`config.mk`:
```
export PLATFORM = sky130hd
export DESIGN_NAME = uart_rx
export DESIGN_NICKNAME = d
export VERILOG_FILES = /design/src/rtl/uart_rx.sv
export SDC_FILE = /design/constraint.sdc
export NUM_CORES = 1
export LEC_CHECK = 0
export CAP_MARGIN = 20
export CORE_MARGIN = 1.5
export CORE_UTILIZATION = 40
export DETAILED_ROUTE_END_ITERATION = 10
export MAX_ROUTING_LAYER = met4
export PLACE_DENSITY = 0.6
export REMOVE_ABC_BUFFERS = 1
export SYNTH_ARGS = -nofsm -noshare
export SYNTH_HDL_FRONTEND = slang
export SYNTH_SLANG_ARGS = --single-unit
```
`constraint.sdc`:
```
create_clock -name clk -period 1.99 [get_ports clk]
set_input_delay 0.398 -clock clk [delete_from_list [all_inputs] [get_ports clk]]
set_output_delay 0.398 -clock clk [all_outputs]
set_load 0.01 [all_outputs]
```
`src/rtl/uart_rx.sv`:
```
// ============================================================================
// Module   : uart_rx
// Brief    : 8N1 UART receiver with mid-bit sampling, valid/ack holding
//            register, and sticky framing/overrun error flags.
// Revision : 1.0 - initial release
// ============================================================================
`default_nettype none

module uart_rx #(
    parameter int CLKS_PER_BIT = 868
) (
    input  logic       clk,
    input  logic       reset,
    input  logic       uart_select,
    input  logic       rx_serial,
    input  logic       rx_ack,
    output logic [7:0] rx_data,
    output logic       rx_valid,
    output logic       frame_err,
    output logic       overrun_err,
    output logic       busy
);

    localparam int                CNT_W      = $clog2(CLKS_PER_BIT);
    localparam logic [CNT_W-1:0] C_BIT_LAST  = CNT_W'(CLKS_PER_BIT - 1);
    localparam logic [CNT_W-1:0] C_HALF_LAST = CNT_W'(CLKS_PER_BIT / 2 - 1);

    typedef enum logic [2:0] {
        S_IDLE  = 3'd0,
        S_START = 3'd1,
        S_DATA  = 3'd2,
        S_STOP  = 3'd3,
        S_BREAK = 3'd4
    } state_t;

    state_t           state_q, state_d;
    logic [CNT_W-1:0] cnt_q, cnt_d;
    logic [2:0]       idx_q, idx_d;
    logic [7:0]       shift_q, shift_d;
    logic [7:0]       data_q, data_d;
    logic             valid_q, valid_d;
    logic             ferr_q, ferr_d;
    logic             oerr_q, oerr_d;
    logic             sync1_q, sync2_q;
    logic             w_rxs;

    assign w_rxs = sync2_q;

    always_ff @(posedge clk) begin
        if (reset) begin
            state_q <= S_IDLE;
            cnt_q   <= '0;
            idx_q   <= '0;
            shift_q <= '0;
            data_q  <= '0;
            valid_q <= 1'b0;
            ferr_q  <= 1'b0;
            oerr_q  <= 1'b0;
            sync1_q <= 1'b1;
            sync2_q <= 1'b1;
        end else begin
            state_q <= state_d;
            cnt_q   <= cnt_d;
            idx_q   <= idx_d;
            shift_q <= shift_d;
            data_q  <= data_d;
            valid_q <= valid_d;
            ferr_q  <= ferr_d;
            oerr_q  <= oerr_d;
            sync1_q <= rx_serial;
            sync2_q <= sync1_q;
        end
    end

    always_comb begin
        state_d = state_q;
        cnt_d   = cnt_q;
        idx_d   = idx_q;
        shift_d = shift_q;
        data_d  = data_q;
        valid_d = valid_q;
        ferr_d  = ferr_q;
        oerr_d  = oerr_q;

        // Ack clears first so that a set in the same cycle wins for its flag.
        if (rx_ack) begin
            valid_d = 1'b0;
            ferr_d  = 1'b0;
            oerr_d  = 1'b0;
        end

        if (!uart_select) begin
            state_d = S_IDLE;
            cnt_d   = '0;
            idx_d   = '0;
        end else begin
            case (state_q)
                S_IDLE: begin
                    cnt_d = '0;
                    idx_d = '0;
                    if (!w_rxs) begin
                        state_d = S_START;
                    end
                end
                S_START: begin
                    if (cnt_q == C_HALF_LAST) begin
                        cnt_d   = '0;
                        state_d = w_rxs ? S_IDLE : S_DATA;
                    end else begin
                        cnt_d = cnt_q + CNT_W'(1);
                    end
                end
                S_DATA: begin
                    if (cnt_q == C_BIT_LAST) begin
                        cnt_d   = '0;
                        shift_d = {w_rxs, shift_q[7:1]};
                        idx_d   = idx_q + 3'd1;
                        if (idx_q == 3'd7) begin
                            state_d = S_STOP;
                        end
                    end else begin
                        cnt_d = cnt_q + CNT_W'(1);
                    end
                end
                S_STOP: begin
                    if (cnt_q == C_BIT_LAST) begin
                        cnt_d = '0;
                        if (w_rxs) begin
                            state_d = S_IDLE;
                            if (!valid_q || rx_ack) begin
                                data_d  = shift_q;
                                valid_d = 1'b1;
                            end else begin
                                oerr_d = 1'b1;
                            end
                        end else begin
                            ferr_d  = 1'b1;
                            state_d = S_BREAK;
                        end
                    end else begin
                        cnt_d = cnt_q + CNT_W'(1);
                    end
                end
                S_BREAK: begin
                    if (w_rxs) begin
                        state_d = S_IDLE;
                    end
                end
                default: begin
                    state_d = S_IDLE;
                end
            endcase
        end
    end

    assign rx_data     = data_q;
    assign rx_valid    = valid_q;
    assign frame_err   = ferr_q;
    assign overrun_err = oerr_q;
    assign busy        = (state_q != S_IDLE);

endmodule

`default_nettype wire
```
# After elaboration in Yosys (flattened, before gate mapping)
# Index checks and enable logic that the tools add are counted.
# op_classes
n_shift	0
n_div	0
reduce_logical	12
n_eq_ne	13
bitwise_logic	1
mux	31
addsub	2
n_mul	0
n_lt_le_gt_ge	0
# ops
cell	count
10-bit case mux with 3 select lines	1
3-bit 2-to-1 mux	8
10-bit 2-to-1 mux	2
1-bit 2-to-1 mux	17
3-bit case mux with 5 select lines	1
2-bit inequality test (second input constant)	6
10-bit by 1-bit adder with 10-bit output (second input constant)	1
10-bit == test (second input constant)	1
10-bit by 9-bit == test with 1-bit output (second input constant)	1
3-bit by 2-bit == test with 1-bit output (second input constant)	2
3-bit == test (second input constant)	2
3-bit case mux with 2 select lines	1
6-bit AND reduction	1
3-bit nonzero test	2
5-bit AND reduction	1
2-bit OR reduction	2
3-bit by 1-bit adder with 3-bit output (second input constant)	1
3-bit by 1-bit == test with 1-bit output (second input constant)	1
3-bit logical NOT	1
3-bit AND reduction	1
2-bit 2-to-1 mux	1
2-bit AND reduction	1
2-bit nonzero test	1
1-bit logical NOT	1
2 further kinds	2
# totals
latch_bits	0
ram_bits	0
out_inout_bits	12
memories	0
rom_bits	0
word_cells	69
input_bits	5
reg_bits	37

# Longest topological paths before layout
# logic_depth
ltp_word	7
mapped_depth	8

# Worst setup path before layout
# Ideal clock, no wire load.
# synth_timing
path_kind	reg-to-reg
from	register cnt_q[0]
to	register data_q[6], in the netlist rx_data[6]
arrival_time_ns	1.606
required_ns	1.862
synth_period_minus_slack_ns	1.734
stages_incl_launch_ff	7
setup_ns	0.128
path_slack_ns	0.256
cell_sequence	dfxtp_1 -> ha_1 -> and3b_1 -> nand3_4 -> nor3_4 -> mux2i_1 -> nor2_1
# synth_between
elab_chain_cells	2
# synth_rtl
item	line	text
start: declaration	37	logic [CNT_W-1:0] cnt_q, cnt_d;
start signal: assignment	63	cnt_q <= cnt_d;
10-bit == test	126	if (cnt_q == C_BIT_LAST) begin
5-bit AND reduction (no source line)	-	
end signal: assignment	66	data_q <= data_d;
end: declaration	40	logic [7:0] data_q, data_d;
# Every way passes these cells.
# A chain may end at the register's enable or synchronous reset.

# Worst setup path in the final report
# layout_timing
from	register cnt_q[0]
to	register cnt_q[5]
# layout_between
elab_chain_cells	3
elab_cells_between_ends	6
cone_classes	add/sub: 1; eq/ne: 2; mux: 3
# layout_rtl
item	line	text
10-bit by 1-bit adder with 10-bit output, or another cell as far along	110, 122, 141	
10-bit 2-to-1 mux (on tied branches)	114, 126, 106	
10-bit case mux with 3 select lines (*)	97	case (state_q)
# Mark *: on every way between the ends. The rest lies on a longest branch, timed or not.

==> impl_results.md <==
- Final setup skew: 0.00331 ns
- First-pass GRT wire length: 6.00 mm
- Crit. End Element: flip-flop
- Core Util, Final: 0.513
- Min-Delay Path Class: reg2reg
- DPL Wire Length: 2.57 mm
- Crit path buf inv count: 1
- Post-CTS setup buffers: 0
- TritonCTS clock tree: done
- Unrepaired setup endpoints after global routing: no
- Endpoints failing hold: 0
- Slew headroom: 0.745
- CTS clk-pin slew, worst paths: 0.07 ns
- DP Area: 1950 um^2
- Fill count: 383
- Post-Syn Area per Cell: 9.27 um^2
- Outcome: completed
- Initial Util: 0.416
- Power Density: 707 nW/um^2
- Slowest cell on the critical path: dfxtp_1
- Crit Path Max Fanout: 6
- Fmax: 0.540 GHz
- Final setup vio count: 0
- P_sw: 291 uW
- Sequential area share after synthesis: 0.441
- Crit path launch type: flip-flop
- Tcrit/Tclk final: 0.931
- Clock sink total: 37
- Minimum clock period: 1.85 ns
- Pin count of the biggest net entering global routing: 22
- DRT iter0 DRCs: 76
- Delay-heaviest family, CP: simple AND/OR/NAND/NOR gates
- Core Rows: 23
- Crit path DAT: 2.07 ns
- Pint: 1170 uW
- Finished Cell Area: 2070 um^2
- Worst hold slack: 0.426 ns
- Mapped Cells: 181
- Crit path largest cell delay: 0.36 ns
- Peak supply drop: 0.000401 V
- Root Buffer Master: clkbuf_8
- CP required: 2.21 ns
- Antenna viol nets, final: 0
- Total Wirelength: 3.46 mm
- TritonCTS buffer count: 5
- Port bufs: 16
- GRT overflow: 0
- Layout cells sized above 1: 0.155
- Vias in the first global route: 1331
- Combinational Power Share: 0.029
- # nets final: 214
- P_leak: 0.000710 uW
- Max-slew violations: 0
- CTS max path bufs: 2
- Max cap viols: 0
- Core ar.: 4030 um^2
- Overall die width: 67.8 um
- Worst path cell trace: ha_1 > and3b_1 > and3_1 > o21ai_2 > buf_4 > nand4_1 > a31oi_1
- Vias: 1427
- Post-Route Setup TNS: 0 ns
- Detailed Routing Iterations Pass 1: 4
- Die height: 67.8 um
- Crit Path Category: reg2reg
- Die ar.: 4590 um^2
- H-tree Lvls: 2
- Synth-to-layout area growth: 23.1%
- Reg2Reg Depth: 7
- Synth cell types: 44
- Remaining DRCs: 0
- Post-cts resize count: 2
- Drt wl/cell: 13.5 um
- Cell depth of the worst setup path: 7
- Synthesized cell area: 1680 um^2
- Hold buffers post-CTS: 0
- Initial antenna violation count: 0
- Vias/cell: 5.57
- Flop pwr share: 0.511
- I/O Pins: 17
- Top_reg_cell synth: dfxtp_1
- Worst slew pin tran: 0.379 ns
- Hold depth: 1
- Synth Warn #: 0
- Placer congestion estimate: 0.909
- Ant. Diodes: 0
- Clock Latency Late Sink: 0.29 ns
- FFs w/ async S/R, synth: 0
- EDFF count, synth: 0
- Clock share of power: 0.460
- Synth Register Bits: 37
- GRT Util Overall: 0.183
- Switching share of power: 0.199
[state kept, by name (all words and copies together) (netlist names)]
register,flops
cnt_q,10
overrun_err,1
state_q,3
frame_err,1
sync2_q,1
rx_valid,1
sync1_q,1
idx_q,3
rx_data,8
shift_q,8
[worst paths after layout]
| path | endpoint | from | slack, ns |
|---|---|---|---|
| worst max register to register | cnt_q[5] | cnt_q[0] | 0.14 |
| worst max-delay path | cnt_q[5] | cnt_q[0] | 0.14 |
| worst min register to register | sync2_q | sync1_q | 0.43 |
| worst min-delay path | sync2_q | sync1_q | 0.43 |
[worst reg2reg max path, delay by kind of cell (launching register included)]
| family | cells | cell delay [ns] |
|---|---|---|
| AO/OA/AOI/OAI | 2 | 0.45 |
| AND/OR/NAND/NOR | 3 | 0.53 |
| adder cells (fa/ha/maj) | 1 | 0.26 |
| flip-flops | 1 | 0.36 |
| buffers and inverters | 1 | 0.20 |
[power groups by stage]
stage | registers [uW] | clock network [uW] | logic (uW)
final | 746 | 672 | 42.3
after global routing | 746 | 726 | 47.0
after CTS | 746 | 696 | 42.5
after detailed placement | 763 | 0 | 43.1
after global placement | 763 | 0 | 42.0
after floorplan | 762 | 0 | 17.1
[final cells by class]
type                            instances  area [um^2]  area share
Multi-Input combinational cell        134          895       0.433
Sequential cell                        37          742       0.359
Timing Repair Buffer                   25          239       0.116
Clock buffer                            6         82.6      0.0400
Tap cell                               50         62.6      0.0303
Clock inverter                          2         37.5      0.0182
Inverter                                2         7.51     0.00363
[placed cells by master, fill, tap and decap left out, types with 3 or more instances in the layout]
master,netlist,routed
a21oi_1,4,4
a22oi_1,4,4
a31oi_1,3,3
buf_4,1,8
clkbuf_8,0,6
clkdlybuf4s50_1,0,15
dfxtp_1,37,36
ha_1,4,4
mux2i_1,17,17
nand2_1,13,13
nand3_1,5,5
nand4_1,6,6
nor2_1,28,28
nor3_1,7,7
nor4_1,3,3
or2_2,4,4
[cells in the mapped netlist (2+ instances only)]
master | instances | share of area
nand4b_1 | 2 | 0.010
or3_1 | 2 | 0.0075
dfxtp_1 | 37 | 0.44
ha_1 | 4 | 0.030
inv_1 | 2 | 0.0045
o2111ai_1 | 2 | 0.010
or2_2 | 4 | 0.015
nor4_1 | 3 | 0.011
mux2i_1 | 17 | 0.10
a31oi_1 | 3 | 0.011
nand4_1 | 6 | 0.022
and3b_1 | 2 | 0.010
and3_2 | 2 | 0.0089
clkbuf_1 | 6 | 0.013
nor2b_1 | 2 | 0.0075
and3_1 | 2 | 0.0075
nor3_1 | 7 | 0.021
a22oi_1 | 4 | 0.018
nor2_1 | 28 | 0.063
nand3_1 | 5 | 0.015
a31o_2 | 2 | 0.010
nand2b_1 | 2 | 0.0075
a21oi_1 | 4 | 0.012
nand2_1 | 13 | 0.029
[metal layers]
layer,global-route usage,vias up,routed length [um]
met3,0.0567,5,141
li1,-,701,-
met2,0.286,32,1690
met4,0.0893,0,45
met5,-,-,0
met1,0.213,689,1580
[per-stage QoR]
stage	total power [uW]	instances	setup slack, ns
after floorplan	779	173	0.221
after global placement	805	248	0.161
after detailed placement	807	248	0.0957
after CTS	1480	256	0.143
after global routing	1520	256	0.00691
final	1460	256	0.137
[cell families after synthesis]
family,after synthesis,share of synthesized area
fa+ha+maj,4,0.0298
flops,37,0.441
simple gates,88,0.290
mux,17,0.101
compound gates,23,0.101
xor+xnor,2,0.0104
buf+inv,10,0.0254
Power figures use the tool's default switching activity.
